**src/rtl/hbm_burst_writer.sv**
```systemverilog
// AXI4 write master that drains a 512-bit valid/ready stream into one HBM pseudo-channel
// as 4 KB-safe INCR bursts. Optional EXEC perf counters are enabled by HBM_WR_PERF_CNT_EN.
module hbm_burst_writer #(
  parameter int DATA_W    = 512,
  parameter int ADDR_W    = 33,
  parameter int MAX_BURST = 16,
  parameter int MAX_OUTST = 4,
  parameter int CNT_W     = 32
) (
  input  logic                clk,
  input  logic                rst,
  input  logic                cmd_valid,
  output logic                cmd_ready,
  input  logic [ADDR_W-1:0]   cmd_addr,
  input  logic [CNT_W-1:0]    cmd_words,
  input  logic                s_valid,
  output logic                s_ready,
  input  logic [DATA_W-1:0]   s_data,
  output logic                m_awvalid,
  input  logic                m_awready,
  output logic [ADDR_W-1:0]   m_awaddr,
  output logic [3:0]          m_awlen,
  output logic                m_wvalid,
  input  logic                m_wready,
  output logic [DATA_W-1:0]   m_wdata,
  output logic [DATA_W/8-1:0] m_wstrb,
  output logic                m_wlast,
  input  logic                m_bvalid,
  output logic                m_bready,
  input  logic [1:0]          m_bresp,
  output logic                busy,
  output logic                done,
  output logic                error
`ifdef HBM_WR_PERF_CNT_EN
  ,
  output logic [31:0]         perf_cycles,
  output logic [31:0]         perf_stall
`endif
);

  localparam int BYTES      = DATA_W / 8;
  localparam int BYTE_SH    = $clog2(BYTES);
  localparam int PAGE_WORDS = 4096 / BYTES;
  localparam int ROOM_W     = $clog2(PAGE_WORDS + 1);
  localparam int LEN_W      = 4;
  localparam int BEAT_W     = LEN_W + 1;
  localparam int PTR_W      = (MAX_OUTST > 1) ? $clog2(MAX_OUTST) : 1;
  localparam int OCNT_W     = $clog2(MAX_OUTST + 1);

  typedef enum logic [1:0] {S_IDLE, S_INIT, S_EXEC, S_DONE} state_t;

  state_t             state, state_nxt;
  logic [ADDR_W-1:0]  cmd_addr_q, next_addr;
  logic [CNT_W-1:0]   cmd_words_q, aw_remaining, w_remaining;
  logic [OCNT_W-1:0]  outstanding;
  logic [LEN_W-1:0]   len_mem [MAX_OUTST];
  logic [PTR_W-1:0]   wr_ptr, rd_ptr;
  logic [OCNT_W-1:0]  fifo_cnt;
  logic [LEN_W-1:0]   beat_cnt;
  logic [ROOM_W-1:0]  page_room;
  logic [BEAT_W-1:0]  burst_cap, aw_beats;
  logic               cmd_hs, aw_req, aw_hs, w_active, w_hs, w_last_hs, b_hs;
  logic               fifo_empty, fifo_full, misaligned, exec_done;

  function automatic logic [PTR_W-1:0] ptr_inc(input logic [PTR_W-1:0] p);
    return (p == PTR_W'(MAX_OUTST - 1)) ? '0 : p + PTR_W'(1);
  endfunction

  // Burst size: capped by MAX_BURST, the words left, and the words left in the 4 KB page.
  assign page_room = ROOM_W'(PAGE_WORDS) - ROOM_W'(next_addr[11:BYTE_SH]);
  assign burst_cap = (page_room < ROOM_W'(MAX_BURST)) ? BEAT_W'(page_room) : BEAT_W'(MAX_BURST);
  assign aw_beats  = (aw_remaining < CNT_W'(burst_cap)) ? BEAT_W'(aw_remaining) : burst_cap;

  assign fifo_empty = (fifo_cnt == '0);
  assign fifo_full  = (fifo_cnt == OCNT_W'(MAX_OUTST));
  assign misaligned = (cmd_addr_q[BYTE_SH-1:0] != '0);

  assign cmd_hs = cmd_valid && cmd_ready;
  assign aw_req = (state == S_EXEC) && (aw_remaining != '0) &&
                  (outstanding < OCNT_W'(MAX_OUTST)) && !fifo_full;
  assign aw_hs  = m_awvalid && m_awready;

  assign m_awvalid = aw_req;
  assign m_awaddr  = next_addr;
  assign m_awlen   = aw_req ? LEN_W'(aw_beats - BEAT_W'(1)) : '0;

  // W is only open while an accepted burst is queued; data flows straight through.
  assign w_active  = (state == S_EXEC) && !fifo_empty;
  assign s_ready   = m_wready && w_active;
  assign m_wvalid  = s_valid && w_active;
  assign m_wdata   = w_active ? s_data : '0;
  assign m_wstrb   = '1;
  assign m_wlast   = w_active && (beat_cnt == len_mem[rd_ptr]);
  assign w_hs      = m_wvalid && m_wready;
  assign w_last_hs = w_hs && m_wlast;

  assign m_bready  = (state != S_IDLE);
  assign b_hs      = m_bvalid && m_bready && (state == S_EXEC);

  assign exec_done = (aw_remaining == '0) && fifo_empty &&
                     (outstanding == '0) && (w_remaining == '0);

  always_ff @(posedge clk or posedge rst) begin
    // NOTE: every clocked block uses non-blocking assignments so all registers update from the
    // same pre-edge values regardless of evaluation order.
    if (rst) state <= S_IDLE;
    else     state <= state_nxt;
  end

  always_comb begin
    // NOTE: every signal driven here gets a default first, so no path can infer a latch.
    state_nxt = state;
    cmd_ready = 1'b0;
    busy      = 1'b1;
    done      = 1'b0;
    unique case (state)
      S_IDLE: begin
        cmd_ready = 1'b1;
        busy      = 1'b0;
        if (cmd_valid) state_nxt = S_INIT;
      end
      S_INIT:  state_nxt = (misaligned || (cmd_words_q == '0)) ? S_DONE : S_EXEC;
      S_EXEC:  if (exec_done) state_nxt = S_DONE;
      S_DONE: begin
        done      = 1'b1;
        state_nxt = S_IDLE;
      end
      default: state_nxt = S_IDLE;
    endcase
  end

  always_ff @(posedge clk or posedge rst) begin
    if (rst) begin
      cmd_addr_q   <= '0;
      cmd_words_q  <= '0;
      next_addr    <= '0;
      aw_remaining <= '0;
      w_remaining  <= '0;
      outstanding  <= '0;
    end else begin
      if (cmd_hs) begin
        cmd_addr_q  <= cmd_addr;
        cmd_words_q <= cmd_words;
      end
      if (state == S_INIT) begin
        next_addr    <= cmd_addr_q;
        aw_remaining <= cmd_words_q;
        w_remaining  <= cmd_words_q;
        outstanding  <= '0;
      end else begin
        if (aw_hs) begin
          next_addr    <= next_addr + (ADDR_W'(aw_beats) << BYTE_SH);
          aw_remaining <= aw_remaining - CNT_W'(aw_beats);
        end
        if (w_hs) w_remaining <= w_remaining - CNT_W'(1);
        unique case ({aw_hs, b_hs})
          2'b10:   outstanding <= outstanding + OCNT_W'(1);
          2'b01:   outstanding <= outstanding - OCNT_W'(1);
          default: outstanding <= outstanding;
        endcase
      end
    end
  end

  // Length FIFO: one entry (awlen) per accepted AW, retired on that burst's wlast.
  always_ff @(posedge clk or posedge rst) begin
    if (rst) begin
      wr_ptr   <= '0;
      rd_ptr   <= '0;
      fifo_cnt <= '0;
      beat_cnt <= '0;
    end else begin
      if (aw_hs)     wr_ptr <= ptr_inc(wr_ptr);
      if (w_last_hs) rd_ptr <= ptr_inc(rd_ptr);
      unique case ({aw_hs, w_last_hs})
        2'b10:   fifo_cnt <= fifo_cnt + OCNT_W'(1);
        2'b01:   fifo_cnt <= fifo_cnt - OCNT_W'(1);
        default: fifo_cnt <= fifo_cnt;
      endcase
      if (w_last_hs) beat_cnt <= '0;
      else if (w_hs) beat_cnt <= beat_cnt + LEN_W'(1);
    end
  end

  // NOTE: storage has no reset; the cleared pointers and count keep stale entries unread.
  always_ff @(posedge clk) begin
    if (aw_hs) len_mem[wr_ptr] <= LEN_W'(aw_beats - BEAT_W'(1));
  end

  always_ff @(posedge clk or posedge rst) begin
    if (rst) begin
      error <= 1'b0;
    end else if (cmd_hs) begin
      error <= (cmd_addr[BYTE_SH-1:0] != '0);
    end else if (b_hs && (m_bresp != 2'b00)) begin
      error <= 1'b1;
    end
  end

`ifdef HBM_WR_PERF_CNT_EN
  always_ff @(posedge clk or posedge rst) begin
    if (rst) begin
      perf_cycles <= '0;
      perf_stall  <= '0;
    end else if (cmd_hs) begin
      perf_cycles <= '0;
      perf_stall  <= '0;
    end else if (state == S_EXEC) begin
      if (perf_cycles != '1) perf_cycles <= perf_cycles + 32'd1;
      if (m_wvalid && !m_wready && (perf_stall != '1)) perf_stall <= perf_stall + 32'd1;
    end
  end
`endif

endmodule

```
**config.mk**
```make
export PLATFORM = sky130hd
export DESIGN_NAME = hbm_burst_writer
export DESIGN_NICKNAME = d
export VERILOG_FILES = /design/src/rtl/hbm_burst_writer.sv
export SDC_FILE = /design/constraint.sdc
export NUM_CORES = 1
export LEC_CHECK = 0
export BUFFER_PORTS_ARGS = -buffer_cell sky130_fd_sc_hd__buf_2
export CAP_MARGIN = 20
export CORE_AREA = 2 2 476 478
export CTS_CLUSTER_DIAMETER = 80
export DETAILED_ROUTE_END_ITERATION = 16
export DIE_AREA = 0 0 478 480
export GPL_TIMING_DRIVEN = 0
export PLACE_DENSITY = 0.35
export SYNTH_ARGS = -nofsm -noshare
export SYNTH_HDL_FRONTEND = slang
export SYNTH_SLANG_ARGS = --single-unit
```
**constraint.sdc**
```tcl
create_clock -name clk -period 5.05 [get_ports clk]
set_clock_uncertainty 0.15 [all_clocks]
set_input_delay 0.2525 -clock clk [delete_from_list [all_inputs] [get_ports clk]]
set_output_delay 0.2525 -clock clk [all_outputs]
set_load 0.02 [all_outputs]
```
==> flow_metrics.env, run 1 <==
export IMPL_vias=19390
export IMPL_start_kind="flop"
export IMPL_min_period_ns=5.050
export IMPL_grt_max_degree=38
export IMPL_h_tree_depth=4
export IMPL_clock_path_buffers=2
export IMPL_hold_viol_final=0
export IMPL_grt_usage_pct=17.60
export IMPL_grt_overflow_total=0
export IMPL_coreArea_um2=224000
export IMPL_holdPathStages=4
export IMPL_setup_viol=0
export IMPL_ys_seq_area_share_pct=34.33
export IMPL_cts_buffers=17
export IMPL_r2r_end="m_awaddr[17]"
export IMPL_clkPwrFrac_pct=10.5
export IMPL_io_pins=1208
export IMPL_cp_slowest_stage_delay_ns=0.56
export IMPL_cap_viol_max_count=0
export IMPL_ys_seq_elements=195
export IMPL_synthArstFlopShare_pct=91.79
export IMPL_fill_cells=26090
export IMPL_p_sw_mw=7.889
export IMPL_worst_path_max_delay_cell="or4_4"
export IMPL_power_density_nw_per_um2=535.2
export IMPL_netlist_top_cells_count="and2_1, dfrtp_1, clkbuf_1, nor2_1, mux2_2"
export IMPL_maxSlewViolCount=0
export IMPL_syn_inst=1658
export IMPL_drt_pass1_iterations=5
export IMPL_worstSetupPathType="reg -> reg"
export IMPL_arrival_ns=5.32
export IMPL_rsz0062_at_grt="yes"
export IMPL_drc=0
export IMPL_grt_antenna_before_repair=291
export IMPL_clkLatencyLatePin_ns=0.50
export IMPL_synth_edf_count=16
export IMPL_outcome="finished, final reports clean"
export IMPL_crit_fanout=6
export IMPL_synth_top_area_share_pct=31.01
export IMPL_ys_top_cells_by_area="dfrtp_1, and2_1, mux2_2, buf_4, edfxtp_1"
export IMPL_layout_drive_gt1_share_pct=48.96
export IMPL_p_leak_nw=12.35
export IMPL_io_buffers=1143
export IMPL_setup_tns_ns=0
export IMPL_comb_power_share_pct=67.9
export IMPL_crit_chain="inv_2 -> ha_4 -> nor3b_4 -> buf_4 -> and2_4 -> o31ai_4 -> ha_2 -> or4b_4 -> nor3_4 -> a211o_1 -> nand2_4 -> buf_4 -> a21oi_4 -> inv_2 -> ha_1 -> a21o_1 -> a21oi_1 -> o21bai_1 -> a21oi_2 -> or4_4 -> clkbuf_16 -> or3_1 -> a31oi_1"
export IMPL_tightest_slew_ns=1.015
export IMPL_viasPerCell=3.177
export IMPL_fin_util_pct=11.89
export IMPL_peakVddDrop_mv=0.3606
export IMPL_synth_top_cell_by_area="dfrtp_1"
export IMPL_start_util_pct=6.449
export IMPL_synth_most_common_cell="and2_1"
export IMPL_period_share_pct=99.99
export IMPL_required_ns=5.32
export IMPL_p_int_mw=6.369
export IMPL_dieArea_um2=229400
export IMPL_cts_tree="yes"
export IMPL_timing_rr_start="m_awaddr[7]"
export IMPL_synthDistinctLibCells=73
export IMPL_grt_pass1_wl_um=248900
export IMPL_num_rows=174
export IMPL_finalWirelength_um=210600
export IMPL_switching_share_pct=55.33
export IMPL_die_h_um=480
export IMPL_hold_end="beat_cnt[1]"
export IMPL_regArea_um2=4964
export IMPL_die_w_um=478
export IMPL_clock_fmax_mhz=198.0
export IMPL_syn_area_um2=14450
export IMPL_cp_end_kind="flop"
export IMPL_first_global_vias=18010
export IMPL_multiInputGateArea_um2=9030
export IMPL_place_hpwl_um=197000
export IMPL_clk_pin_slew_worst_paths_ns=0.08
export IMPL_cts_num_sinks=195
export IMPL_relSlewSlack_pct=32.32
export IMPL_wl_per_cell_um=34.52
export IMPL_cts_root_buf="clkbuf_16"
export IMPL_ys_warn_count=0
export IMPL_syn_area_per_cell_um2=8.713
export IMPL_p_seq_share_pct=21.6
export IMPL_ant_nets=0
export IMPL_r2r_slack_ns=0.0005
export IMPL_hold_path_class="in -> reg"
export IMPL_whs_ns=0.07900
export IMPL_synth_flop_cell="dfrtp_1"
export IMPL_drtIter0Drc=1399
export IMPL_place_gp_congestion=0.9761
export IMPL_worst_hold_startpoint="s_valid"
export IMPL_nets=3632
export IMPL_synthToLayoutAreaGrowth_pct=84.40
export IMPL_r2r_cells=23
[power by group through the flow]
stage               Sequential, mW  Clock [mW]  Combinational [mW]
finish                        3.08        1.49                9.68
global route                  3.19        1.61                10.4
CTS                           3.07        1.54                9.69
detailed placement            3.09           0                9.33
global placement              3.08           0                9.27
floorplan                     2.99           0                5.10
[worst max path at each step]
stage	from	to	slack, ns
after floorplan	m_awaddr[6]	aw_remaining[29]	-0.21
after global placement	m_awaddr[6]	aw_remaining[21]	-1.60
after detailed placement	m_awaddr[6]	aw_remaining[29]	-1.53
after CTS	m_awaddr[6]	aw_remaining[29]	-0.02
after global routing	m_awaddr[7]	m_awaddr[19]	-0.17
final	m_awaddr[7]	m_awaddr[17]	0.0005
[critical path: cells and delay by family (launching register included)]
kind / cells / cell delay (ns)
buffers and inverters: 5 / 0.64
and+or+nand+nor: 7 / 2.04
AOI/OAI and AO/OA: 8 / 1.11
adders and majority gates: 3 / 0.62
DFF: 1 / 0.41
[cell usage in the layout, fill, tap and decap left out, types with 19 or more instances in the layout]
master,Yosys,routed
diode_2,0,81
o21ai_0,48,42
ha_1,27,19
xnor2_1,39,38
conb_1,1,64
buf_4,67,119
mux2_2,77,77
nor3_1,31,28
inv_1,41,33
nor2_1,91,87
or3_1,24,22
a21oi_1,35,29
and2_1,523,521
nor4_1,33,30
clkbuf_1,91,87
dlygate4sd3_1,0,71
dfrtp_1,179,176
a31oi_1,23,23
buf_2,6,1147
nand2_1,53,49
nand2b_1,19,19
nand3_1,28,27
[metal layers]
metal | vias up | routed length [um] | GRT usage, %
li1 | 8292 | - | -
met1 | 9280 | 69960 | 17.23
met2 | 1270 | 106700 | 32.07
met3 | 472 | 26270 | 9.552
met4 | 74 | 7265 | 4.342
met5 | - | 457 | 0
[cell type report]
class / count / share of cell area (%)
diodes: 81 / 0.7609
plain buffers: 170 / 3.560
clock buffers: 18 / 1.649
clock inverters: 14 / 0.6435
inverters: 41 / 0.6012
multi-input cells: 1315 / 33.90
flip-flops and latches: 195 / 18.63
well taps: 2992 / 14.05
repair buffers: 1276 / 26.20
[sequential cells by signal, summed over array words and instances, names as in the netlist]
signal	flops
aw_remaining	32
beat_cnt	4
cmd_addr_q	33
cmd_words_q	32
error	1
fifo_cnt	3
len_mem	16
m_awaddr	33
outstanding	3
rd_ptr	2
state	2
w_remaining	32
wr_ptr	2
[kinds of logic after synthesis]
group | after synthesis | share of synthesized area (%)
simple gates | 874 | 35.65
buf+inv | 211 | 7.327
compound gates | 208 | 9.700
flops | 195 | 34.33
mux | 85 | 6.937
xor+xnor | 54 | 3.274
fa+ha+maj | 30 | 2.754
other cells | 1 | 0.02596
[per-stage QoR]
step	setup WS (ns)	instance area, um^2	instances	power, mW
5_1_grt	-0.1711	26560	6071	15.20
2_1_floorplan	-0.2123	14710	1721	8.082
3_5_place_dp	-1.525	24280	5861	12.43
3_3_place_gp	-1.604	24170	5856	12.36
4_1_cts	-0.02121	26140	6002	14.30
6_report	0.0004672	26640	6102	14.26
[timing repair]
item                                    in CTS  in global routing
endpoints found under the setup margin      56                 44
hold buffers                                71                  0
hold endpoints to repair                    90                  0
pin swaps                                   22                 43
setup buffers                               36                 19
gates resized for setup                     65                 34
cloned                                       2                  0
No activity file was read; power rests on OpenSTA's default activity.
==> run 2, diff against run 1 <==
--- a/config.mk
+++ b/config.mk
@@ -7,4 +7,4 @@
 export LEC_CHECK = 0
-export BUFFER_PORTS_ARGS = -buffer_cell sky130_fd_sc_hd__buf_2
-export CAP_MARGIN = 20
+export BUFFER_PORTS_ARGS = -buffer_cell sky130_fd_sc_hd__clkbuf_2
+export CAP_MARGIN = 25
 export CORE_AREA = 2 2 476 478
==> constraint.sdc (replaced) <==
create_clock -name clk -period 5.05 [get_ports clk]
set_clock_uncertainty 0.15 [all_clocks]
set_input_delay 0.7575 -clock clk [delete_from_list [all_inputs] [get_ports clk]]
set_output_delay 0.7575 -clock clk [all_outputs]
set_load 0.02 [all_outputs]
==> run 2 against run 1 <==
  * The flow now finishes with violations (negative setup slack)
  * Maximum frequency decreased by 1.9%
  * Die area unchanged
  * Utilization decreased by 0.22 points
  * Sequential power about the same
==> flow_metrics.env, run 2 (same netlist as run 1, synthesis figures left out) <==
export IMPL_outcome="complete, but fails checks"
export IMPL_violations="negative setup slack"
export IMPL_grt_util_met1_pct=20.25
export IMPL_dieArea_um2=229400
export IMPL_vias=19410
export IMPL_cp_top_family="simple AND/OR/NAND/NOR gates"
export IMPL_wl_per_cell_um=37.37
export IMPL_grtUsageMet3_pct=6.454
export IMPL_power_density_nw_per_um2=560.4
export IMPL_clkLatencyLatePin_ns=0.49
export IMPL_io_pins=1208
export IMPL_clk_pin_slew_worst_paths_ns=0.08
export IMPL_viasPerCell=3.201
export IMPL_drtIter0Drc=1559
export IMPL_hold_path_class="in -> async"
export IMPL_rsz0062_at_grt="yes"
export IMPL_whs_ns=0.2642
export IMPL_relSlewSlack_pct=39.00
export IMPL_cap_viol_max_count=0
export IMPL_dpl_worst_slack_ns=-1.385
export IMPL_grt_max_degree=37
export IMPL_maxSlewViolCount=0
export IMPL_cts_num_sinks=195
export IMPL_finalWirelength_um=226600
export IMPL_die_w_um=478
export IMPL_first_global_vias=17920
export IMPL_ant_nets=0
export IMPL_worst_path_max_delay_cell="or4_4"
export IMPL_worstSetupPathType="reg -> reg"
export IMPL_io_buffers=1143
export IMPL_start_util_pct=6.449
export IMPL_grt_usage_pct=18.96
export IMPL_crit_fanout=5
export IMPL_grt_overflow_total=0
export IMPL_grt_antenna_before_repair=268
export IMPL_cts_buffers=17
export IMPL_cts_root_buf="clkbuf_16"
export IMPL_num_rows=174
export IMPL_placed_cells=5863
export IMPL_synthToLayoutAreaGrowth_pct=81.00
export IMPL_clock_fmax_mhz=194.3
export IMPL_use_met2_pct=34.42
export IMPL_clock_path_buffers=2
export IMPL_nets=3561
export IMPL_die_h_um=480
export IMPL_cp_end_kind="flop"
export IMPL_p_leak_nw=11.82
export IMPL_design_area_um2=26150
export IMPL_period_share_pct=101.9
export IMPL_layout_common_cells="clkbuf_2, and2_1, dfrtp_1, buf_4, clkbuf_1"
export IMPL_crit_chain="inv_4 -> ha_4 -> nor3b_4 -> buf_6 -> mux2i_4 -> nor2_4 -> inv_2 -> ha_4 -> or3_1 -> a21oi_2 -> a211o_1 -> nand2_4 -> nand2_2 -> a21boi_4 -> inv_2 -> ha_4 -> or4_4 -> nor4_4 -> and2_4 -> nand3_4 -> or3_4 -> or4_4 -> a31oi_1"
export IMPL_setup_tns_ns=-0.3158
export IMPL_place_gp_congestion=1.028
export IMPL_setup_viol=11
export IMPL_setup_ws_ns=-0.09573
export IMPL_h_tree_depth=4
export IMPL_coreArea_um2=224000
export IMPL_cts_tree="yes"
export IMPL_crit_buf_inv=4
export IMPL_peakVddDrop_mv=0.2901
export IMPL_min_period_ns=5.146
export IMPL_crit_path_frequent_cell="ha_4"
export IMPL_layout_drive_gt1_share_pct=50.59
export IMPL_start_kind="flop"
export IMPL_required_ns=5.31
export IMPL_final_common_cell="clkbuf_2"
export IMPL_cp_slowest_stage_delay_ns=0.45
export IMPL_grt_pass1_wl_um=265000
export IMPL_drc=0
export IMPL_place_hpwl_um=214200
export IMPL_arrival_ns=5.41
export IMPL_busiest_layer="met2"
export IMPL_drt_pass1_iterations=5
export IMPL_hold_viol_final=0
export IMPL_postPlaceCellArea_um2=24350
export IMPL_tightest_slew_ns=0.9149
export IMPL_fill_cells=26150
export IMPL_fin_cells=6065
## run 2: cell types whose count changed in the layout (fill, tap and decap cells not counted), moves of 3 or more
| cell | delta |
|---|---|
| buf_4 | -4 |
| a211oi_2 | +6 |
| nor2_1 | -3 |
| nor4_2 | -3 |
| clkbuf_8 | +3 |
| diode_2 | +37 |
| a211oi_1 | -6 |
| dlygate4sd3_1 | -71 |
| clkinv_4 | -3 |
| buf_2 | -1142 |
| clkbuf_2 | +1141 |
## run 2: metrics by stage
step	power, mW	util (%)
final	14.65	11.67
after CTS	14.68	11.43
after detailed placement	12.88	10.87
after global placement	12.80	10.81
after global routing	15.49	11.62
after floorplan	8.102	-
## run 2: report_power, final
part | total [mW] | switching (mW) | internal, mW
Clock | 1.32 | 0.672 | 0.649
Sequential | 3.08 | 0.754 | 2.33
Combinational | 10.3 | 6.91 | 3.34
Total | 14.7 | 8.34 | 6.31
## run 2: repair_timing
item                                    in CTS  in global routing
hold buffers                                 0                  0
pin swaps                                   37                 22
setup buffers                               42                 12
gates cloned                                 2                  0
hold endpoints to repair                     0                  0
resized for setup                           83                 38
endpoints found under the setup margin      77                 67
## run 2: cell type report
| type | instances | area (um^2) | share of cell area, % |
|---|---|---|---|
| plain buffers | 170 | 952.2 | 3.641 |
| repair buffers | 1205 | 6346 | 24.27 |
| clock inverters | 8 | 55.05 | 0.2105 |
| diodes | 118 | 295.3 | 1.129 |
| clock buffers | 21 | 460.4 | 1.761 |
| well taps | 2992 | 3744 | 14.32 |
| multi-input cells | 1315 | 9171 | 35.08 |
| inverters | 41 | 160.2 | 0.6125 |
| flip-flops and latches | 195 | 4964 | 18.98 |
## run 2: final timing paths
| kind | slack (ns) | depth (start not counted) | endpoint | start |
|---|---|---|---|---|
| max in group asynchronous | 3.39 | 5 | w_remaining[0] | rst |
| worst max-delay path | -0.1 | 23 | aw_remaining[29] | m_awaddr[6] |
| worst max register to register | -0.1 | 23 | aw_remaining[29] | m_awaddr[6] |
| min in group clk | 0.34 | 2 | m_awaddr[14] | cmd_addr_q[14] |
| worst min register to register | 0.34 | 2 | m_awaddr[14] | cmd_addr_q[14] |
| worst min-delay path | 0.26 | 2 | m_awaddr[3] | rst |
## run 2: layer usage
metal,vias up,routed length [um]
met2,1297,115700
met4,64,9642
met3,456,21840
li1,8205,-
met1,9390,79000
met5,-,427
